==> src/rtl/mips_mem_arbiter_if.sv <==
// Bus bundle between the instruction-fetch port, the data-stage port and the
// single-port memory that the arbiter multiplexes onto.
// slave modport: arbiter side; master modport: requesters + memory side.
interface mips_mem_arbiter_if #(
    parameter int AW = 10,
    parameter int DW = 32
);
    // Instruction fetch port
    logic          if_req;
    logic [AW-1:0] if_addr;
    logic          if_gnt;
    logic          if_rvalid;
    logic [DW-1:0] if_rdata;

    // Data-stage port
    logic          dm_req;
    logic          dm_we;
    logic [AW-1:0] dm_addr;
    logic [DW-1:0] dm_wdata;
    logic          dm_gnt;
    logic          dm_rvalid;
    logic [DW-1:0] dm_rdata;

    // Single-port memory (read data one cycle after a read enable)
    logic          mem_en;
    logic          mem_we;
    logic [AW-1:0] mem_addr;
    logic [DW-1:0] mem_wdata;
    logic [DW-1:0] mem_rdata;

    modport slave (
        input  if_req, if_addr,
        input  dm_req, dm_we, dm_addr, dm_wdata,
        input  mem_rdata,
        output if_gnt, if_rvalid, if_rdata,
        output dm_gnt, dm_rvalid, dm_rdata,
        output mem_en, mem_we, mem_addr, mem_wdata
    );

    modport master (
        output if_req, if_addr,
        output dm_req, dm_we, dm_addr, dm_wdata,
        output mem_rdata,
        input  if_gnt, if_rvalid, if_rdata,
        input  dm_gnt, dm_rvalid, dm_rdata,
        input  mem_en, mem_we, mem_addr, mem_wdata
    );
endinterface

==> src/rtl/mips_mem_arbiter.sv <==
// Arbitrates IF and DM accesses onto one single-port memory; DM has priority
// but IF wins after STARVE_LIMIT consecutive losses. Grant latency 0, read
// data returns 1 cycle after grant. Backpressure: a losing requester simply
// sees gnt=0 and must hold its request; halted blocks IF grants entirely.
// Ports: clk1, rst_n (async active-low), halted, bus (slave modport), conflict_cnt.
module mips_mem_arbiter #(
    parameter int AW           = 10,
    parameter int DW           = 32,
    parameter int STARVE_LIMIT = 4
) (
    input  logic                  clk1,
    input  logic                  rst_n,
    input  logic                  halted,
    mips_mem_arbiter_if.slave     bus,
    output logic [15:0]           conflict_cnt
);

    localparam int            SW         = (STARVE_LIMIT < 1) ? 1 : $clog2(STARVE_LIMIT + 1);
    localparam logic [SW-1:0] STARVE_MAX = SW'(STARVE_LIMIT);

    // Who owns the read data coming back from memory next cycle.
    typedef enum logic [1:0] {
        OWN_NONE = 2'd0,
        OWN_IF   = 2'd1,
        OWN_DM   = 2'd2
    } owner_t;

    owner_t         owner_q;
    owner_t         owner_d;
    logic [SW-1:0]  starve_cnt;
    logic [SW-1:0]  starve_nxt;
    logic [15:0]    conflict_nxt;

    logic           if_live;
    logic           starved;
    logic           if_gnt_w;
    logic           dm_gnt_w;
    logic           if_rvalid_w;
    logic           dm_rvalid_w;

    // ------------------------------------------------------------------
    // Grant decision (combinational). rst_n gates the grants so nothing
    // reaches the memory while the block is held in reset.
    // ------------------------------------------------------------------
    always_comb begin
        if_live  = bus.if_req && !halted;
        starved  = (starve_cnt == STARVE_MAX);
        if_gnt_w = 1'b0;
        dm_gnt_w = 1'b0;
        if (rst_n) begin
            if (if_live && (!bus.dm_req || starved)) begin
                if_gnt_w = 1'b1;
            end else if (bus.dm_req) begin
                dm_gnt_w = 1'b1;
            end
        end
    end

    // ------------------------------------------------------------------
    // Next-state: starvation counter, return owner, conflict counter.
    // ------------------------------------------------------------------
    always_comb begin
        starve_nxt   = starve_cnt;
        owner_d      = OWN_NONE;
        conflict_nxt = conflict_cnt;

        // The counter only tracks an unbroken run of IF losses; any gap in
        // the fetch request, a halt, or a won fetch restarts the run.
        if (!bus.if_req || halted || if_gnt_w) begin
            starve_nxt = '0;
        end else if (dm_gnt_w && (starve_cnt != STARVE_MAX)) begin
            starve_nxt = starve_cnt + 1'b1;
        end

        // Fetches are always reads; DM writes return nothing.
        if (if_gnt_w) begin
            owner_d = OWN_IF;
        end else if (dm_gnt_w && !bus.dm_we) begin
            owner_d = OWN_DM;
        end

        // Counts raw contention, independent of halted.
        if (bus.if_req && bus.dm_req && (conflict_cnt != 16'hFFFF)) begin
            conflict_nxt = conflict_cnt + 16'd1;
        end
    end

    always_ff @(posedge clk1 or negedge rst_n) begin
        if (!rst_n) begin
            starve_cnt   <= '0;
            owner_q      <= OWN_NONE;
            conflict_cnt <= 16'd0;
        end else begin
            starve_cnt   <= starve_nxt;
            owner_q      <= owner_d;
            conflict_cnt <= conflict_nxt;
        end
    end

    // ------------------------------------------------------------------
    // Outputs. rvalid decodes directly from the registered owner, so a
    // reset clears any pending return immediately.
    // ------------------------------------------------------------------
    always_comb begin
        if_rvalid_w   = (owner_q == OWN_IF);
        dm_rvalid_w   = (owner_q == OWN_DM);

        bus.if_gnt    = if_gnt_w;
        bus.dm_gnt    = dm_gnt_w;
        bus.if_rvalid = if_rvalid_w;
        bus.dm_rvalid = dm_rvalid_w;
        bus.if_rdata  = if_rvalid_w ? bus.mem_rdata : '0;
        bus.dm_rdata  = dm_rvalid_w ? bus.mem_rdata : '0;

        // Idle memory cycles drive a clean all-zero command.
        bus.mem_en    = if_gnt_w | dm_gnt_w;
        bus.mem_we    = dm_gnt_w & bus.dm_we;
        bus.mem_addr  = '0;
        bus.mem_wdata = '0;
        if (dm_gnt_w) begin
            bus.mem_addr = bus.dm_addr;
        end else if (if_gnt_w) begin
            bus.mem_addr = bus.if_addr;
        end
        if (if_gnt_w | dm_gnt_w) begin
            bus.mem_wdata = bus.dm_wdata;
        end
    end

endmodule

==> src/flat_wrapper.sv <==
// flat-port wrapper written by rule: the top's interface ports become plain ports
module mips_mem_arbiter_flat 
#(
    parameter int AW           = 10,
    parameter int DW           = 32,
    parameter int STARVE_LIMIT = 4
)
  (clk1, rst_n, halted, conflict_cnt, bus_if_req, bus_if_addr, bus_dm_req, bus_dm_we, bus_dm_addr, bus_dm_wdata, bus_mem_rdata, bus_if_gnt, bus_if_rvalid, bus_if_rdata, bus_dm_gnt, bus_dm_rvalid, bus_dm_rdata, bus_mem_en, bus_mem_we, bus_mem_addr, bus_mem_wdata);
  mips_mem_arbiter_if #(.AW(AW), .DW(DW)) bus_i ();
  input  logic clk1;
  input  logic rst_n;
  input  logic halted;
  output logic [15:0] conflict_cnt;
  input wire logic [$bits(bus_i.if_req)-1:0] bus_if_req;
  input wire logic [$bits(bus_i.if_addr)-1:0] bus_if_addr;
  input wire logic [$bits(bus_i.dm_req)-1:0] bus_dm_req;
  input wire logic [$bits(bus_i.dm_we)-1:0] bus_dm_we;
  input wire logic [$bits(bus_i.dm_addr)-1:0] bus_dm_addr;
  input wire logic [$bits(bus_i.dm_wdata)-1:0] bus_dm_wdata;
  input wire logic [$bits(bus_i.mem_rdata)-1:0] bus_mem_rdata;
  output wire logic [$bits(bus_i.if_gnt)-1:0] bus_if_gnt;
  output wire logic [$bits(bus_i.if_rvalid)-1:0] bus_if_rvalid;
  output wire logic [$bits(bus_i.if_rdata)-1:0] bus_if_rdata;
  output wire logic [$bits(bus_i.dm_gnt)-1:0] bus_dm_gnt;
  output wire logic [$bits(bus_i.dm_rvalid)-1:0] bus_dm_rvalid;
  output wire logic [$bits(bus_i.dm_rdata)-1:0] bus_dm_rdata;
  output wire logic [$bits(bus_i.mem_en)-1:0] bus_mem_en;
  output wire logic [$bits(bus_i.mem_we)-1:0] bus_mem_we;
  output wire logic [$bits(bus_i.mem_addr)-1:0] bus_mem_addr;
  output wire logic [$bits(bus_i.mem_wdata)-1:0] bus_mem_wdata;
  assign bus_i.if_req = bus_if_req;
  assign bus_i.if_addr = bus_if_addr;
  assign bus_i.dm_req = bus_dm_req;
  assign bus_i.dm_we = bus_dm_we;
  assign bus_i.dm_addr = bus_dm_addr;
  assign bus_i.dm_wdata = bus_dm_wdata;
  assign bus_i.mem_rdata = bus_mem_rdata;
  assign bus_if_gnt = bus_i.if_gnt;
  assign bus_if_rvalid = bus_i.if_rvalid;
  assign bus_if_rdata = bus_i.if_rdata;
  assign bus_dm_gnt = bus_i.dm_gnt;
  assign bus_dm_rvalid = bus_i.dm_rvalid;
  assign bus_dm_rdata = bus_i.dm_rdata;
  assign bus_mem_en = bus_i.mem_en;
  assign bus_mem_we = bus_i.mem_we;
  assign bus_mem_addr = bus_i.mem_addr;
  assign bus_mem_wdata = bus_i.mem_wdata;
  mips_mem_arbiter #(.AW(AW), .DW(DW), .STARVE_LIMIT(STARVE_LIMIT)) u_core (.clk1(clk1), .rst_n(rst_n), .halted(halted), .bus(bus_i), .conflict_cnt(conflict_cnt));
endmodule
==> config.mk <==
export PLATFORM = sky130hd
export DESIGN_NAME = mips_mem_arbiter_flat
export DESIGN_NICKNAME = d
export VERILOG_FILES = /design/src/rtl/mips_mem_arbiter_if.sv /design/src/rtl/mips_mem_arbiter.sv /design/src/flat_wrapper.sv
export SDC_FILE = /design/constraint.sdc
export NUM_CORES = 1
export LEC_CHECK = 0
export ABC_AREA = 1
export BUFFER_PORTS_ARGS = -buffer_cell sky130_fd_sc_hd__buf_2
export CORE_ASPECT_RATIO = 0.8
export CORE_MARGIN = 1
export CORE_UTILIZATION = 30
export CTS_CLUSTER_SIZE = 8
export DETAILED_ROUTE_END_ITERATION = 6
export PLACE_DENSITY = 0.81
export SLEW_MARGIN = 15
export SYNTH_ARGS = -nofsm -noshare
export SYNTH_HDL_FRONTEND = slang
export SYNTH_SLANG_ARGS = --single-unit
==> constraint.sdc <==
create_clock -name clk1 -period 1.9 [get_ports clk1]
set_input_delay 0.285 -clock clk1 [delete_from_list [all_inputs] [get_ports clk1]]
set_output_delay 0.285 -clock clk1 [all_outputs]
set_load 0.01 [all_outputs]
==> metrics.md <==
| Metric | Value |
|---|---|
| Reg-to-reg endpoint | `u_core.conflict_cnt[5]$_DFFE_PN0P_` |
| Hold Fails Final Rpt | `0` |
| Max-cap viol count | `0` |
| Area of the core | `0.006539 sq mm` |
| Status | `finished with violations` |
| CP Data Arrival Time | `1660 ps` |
| Post-synthesis cell type count | `22` |
| Syn Area/Cell | `5.397 sq um` |
| PD cells | `430.6 mW/mm^2` |
| Critical path fanouts, max | `6` |
| Top post-synthesis cells by count | `117 x nor2_1, 102 x nand2_1, 84 x inv_1` |
| Initial Util | `31.86%` |
| Initial DRC count | `126` |
| CTS tree | `yes` |
| Routed WL | `9584 um` |
| HPWL after DPL | `7285 um` |
| Final slew viol count | `0` |
| DR top layer | `met4` |
| Setup Skew | `5.482 ps` |
| Vias | `3,193` |
| Setup WS post-layout | `-41.78 ps` |
| Clock root buffer | `clkbuf_8` |
| Setup crit end kind | `output pin` |
| Final clock period utilization by the worst path | `102.2%` |
| Leak Pwr | `2.432 nW` |
| Post-synthesis sequential area ratio | `25.23%` |
| Reg2reg setup slack | `180 ps` |
| Die area | `0.007283 sq mm` |
| Tmin final | `1942 ps` |
| Fmax | `515.0 MHz` |
| Top cell type's share of synthesized area | `25.23%` |
| Number of flops mapped to enable cells by yosys | `0` |
| Failing checks | `negative setup slack` |
| Largest net degree at the start of global routing | `33` |
| Syn nets | `479` |
| Routed wire length on met2 | `4969 um` |
| Area grow syn2layout | `76.34%` |
| DR pass1 iterations | `4` |
| Grt total ovfl | `0` |
| # setup viols final | `28` |
| Maximum buffer depth of the clock tree | `2` |
| Worst Path Required | `1620 ps` |
| #FFs+latches synth | `21` |
| Met1 Wirelength | `3638 um` |
| Clock Latency Late Sink | `260 ps` |
| Most area-consuming cells after synthesis | `dfrtp_1 25%, nor2_1 21%, nand2_1 18%` |
| Relative max-transition margin | `70.85%` |
| Worst-case reg-to-reg path depth | `7` |
| Synth area leader | `dfrtp_1` |
| Fin util | `56.18%` |
| DR vias/cell | `4.561` |
| Routability cong. | `0.9914` |
| Cts bufs inserted | `3` |
| Most common cell in the netlist | `nor2_1` |
| Hold crit path type | `primary input to asynchronous set/reset pin` |
| RSZ-0062 raised after global routing | `yes` |
| Die X | `95.17 um` |
| RR Startpoint | `u_core.conflict_cnt[0]$_DFFE_PN0P_` |
| Setup crit start kind | `flip-flop` |
| Vias in the first global route | `2,718` |
| Mapped Cells | `386` |
| Crit path kind | `flip-flop to output pin` |
| Initial antenna violation count | `1` |
| GR Util All Layers | `22.94%` |
| Htree depth | `1` |
| Warnings from Yosys | `0` |
| Worst-Margin Slew | `436.2 ps` |
| Fin nets | `709` |
| Number of port buffers | `217` |
| DRT antenna net count | `0` |
| Most used DFF post-synth | `dfrtp_1` |
| First-pass GRT wire length | `13,210 um` |
| VDD IR-drop max | `0.0004710 V` |
| Share of cells above drive strength 1 | `46.99%` |
| Post-route DRC violation count | `0` |
| Drt wl/cell | `13.69 um` |
| Standard-cell rows | `26` |
| Fill cells | `633` |
| Syn Std Cell Area | `0.002083 sq mm` |
| Num ports | `218` |
| Die height | `76.54 um` |
| Worst-path clk slew | `80 ps` |
| Hold slack | `151.1 ps` |
| Clk sinks | `21` |
| Ys async rst share | `100.0%` |
| Met3 Wirelength | `685 um` |
==> sequential cells by signal, indices dropped and copies added, names as in the netlist <==
| name | cells |
|---|---|
| u_core.conflict_cnt | 16 |
| u_core.owner_q | 2 |
| u_core.starve_cnt | 3 |
==> timing repair <==
item | 4_1_cts | 5_1_grt
cloned | 1 | 5
resized for setup | 19 | 47
pin swaps | 2 | 6
buffers inserted | 7 | 4
endpoints found under the setup margin | 76 | 48
endpoints found under the hold margin | 2 | 0
hold buffers | 1 | 0
==> final cells by class <==
class | instances | area [sq um] | area share (%)
Timing Repair Buffer | 236 | 1325 | 36.07
Clock buffer | 4 | 45.04 | 1.226
Inverter | 87 | 350.3 | 9.537
Tap cell | 84 | 105.1 | 2.861
Sequential cell | 21 | 525.5 | 14.31
Multi-Input combinational cell | 264 | 1299 | 35.35
Timing Repair inverter | 3 | 21.27 | 0.5790
Antenna cell | 1 | 2.502 | 0.06812
==> where the power goes <==
part           total (mW)  internal, mW  switching [mW]  leakage, nW
logic               0.696         0.307           0.389         2.13
clock network       0.297         0.149           0.147       0.0228
registers           0.589         0.501          0.0878        0.283
total                1.58         0.957           0.624         2.43
==> layout by cell type (no fill, tap or decap), drive strengths merged <==
master,instances
clkbuf,6
xnor2,6
ha,3
clkinvlp,3
dfrtp,21
xor2,2
inv,87
nor2,122
dlygate4sd3,1
diode,1
nand4,6
nand2,103
buf,233
nand3,11
o21ai,11
==> cell families (layout without fill, tap and decap cells) <==
logic type | count (synthesis) | count (layout) | share of synthesized area [%]
fa+ha+maj | 3 | 3 | 1.802
buf+inv | 101 | 330 | 19.40
flops | 21 | 21 | 25.23
compound gates | 11 | 11 | 3.544
xor+xnor | 8 | 8 | 3.363
simple gates | 242 | 242 | 46.67
other cells | 0 | 1 | 0
==> worst max-delay path by stage <==
stage / from / end / slack (ps) / depth (start not counted)
2_1_floorplan: u_core.starve_cnt[0]$_DFFE_PN0P_ / bus_mem_wdata[10] / 310 / 9
3_3_place_gp: u_core.starve_cnt[0]$_DFFE_PN0P_ / bus_mem_wdata[4] / 210 / 10
3_5_place_dp: u_core.starve_cnt[0]$_DFFE_PN0P_ / bus_mem_addr[8] / 150 / 9
4_1_cts: u_core.starve_cnt[0]$_DFFE_PN0P_ / bus_mem_wdata[26] / -20 / 10
5_1_grt: u_core.starve_cnt[0]$_DFFE_PN0P_ / bus_mem_wdata[25] / -140 / 10
6_report: u_core.starve_cnt[0]$_DFFE_PN0P_ / bus_mem_wdata[25] / -40 / 10
==> stage by stage <==
stage / instances / total power, mW / worst slack [ps] / instance area, sq um / TNS (ps)
floorplan: 386 / 0.9153 / 310.9 / 2083 / 0
global placement: 677 / 1.174 / 213.5 / 3227 / 0
detailed placement: 677 / 1.189 / 151.3 / 3227 / 0
CTS: 690 / 1.508 / -23.86 / 3390 / -267.8
global route: 700 / 1.690 / -142.9 / 3674 / -3899
finish: 700 / 1.582 / -41.78 / 3674 / -544.0
==> critical path, cell delays in order (launching register included) <==
cell	delay (ps)
dfrtp_1	400
inv_2	90
ha_4	140
nand2_4	50
nand2_4	80
nand3_4	90
nand2_4	110
inv_8	60
clkbuf_16	150
nor2_1	90
buf_2	140
==> metal layers <==
metal,GRT usage (%),vias up
li1,-,1563
met2,42.50,174
met5,0,-
met4,8.030,0
met1,26.26,1426
met3,2.994,30
Note: power is estimated with default switching activity, not from simulation.
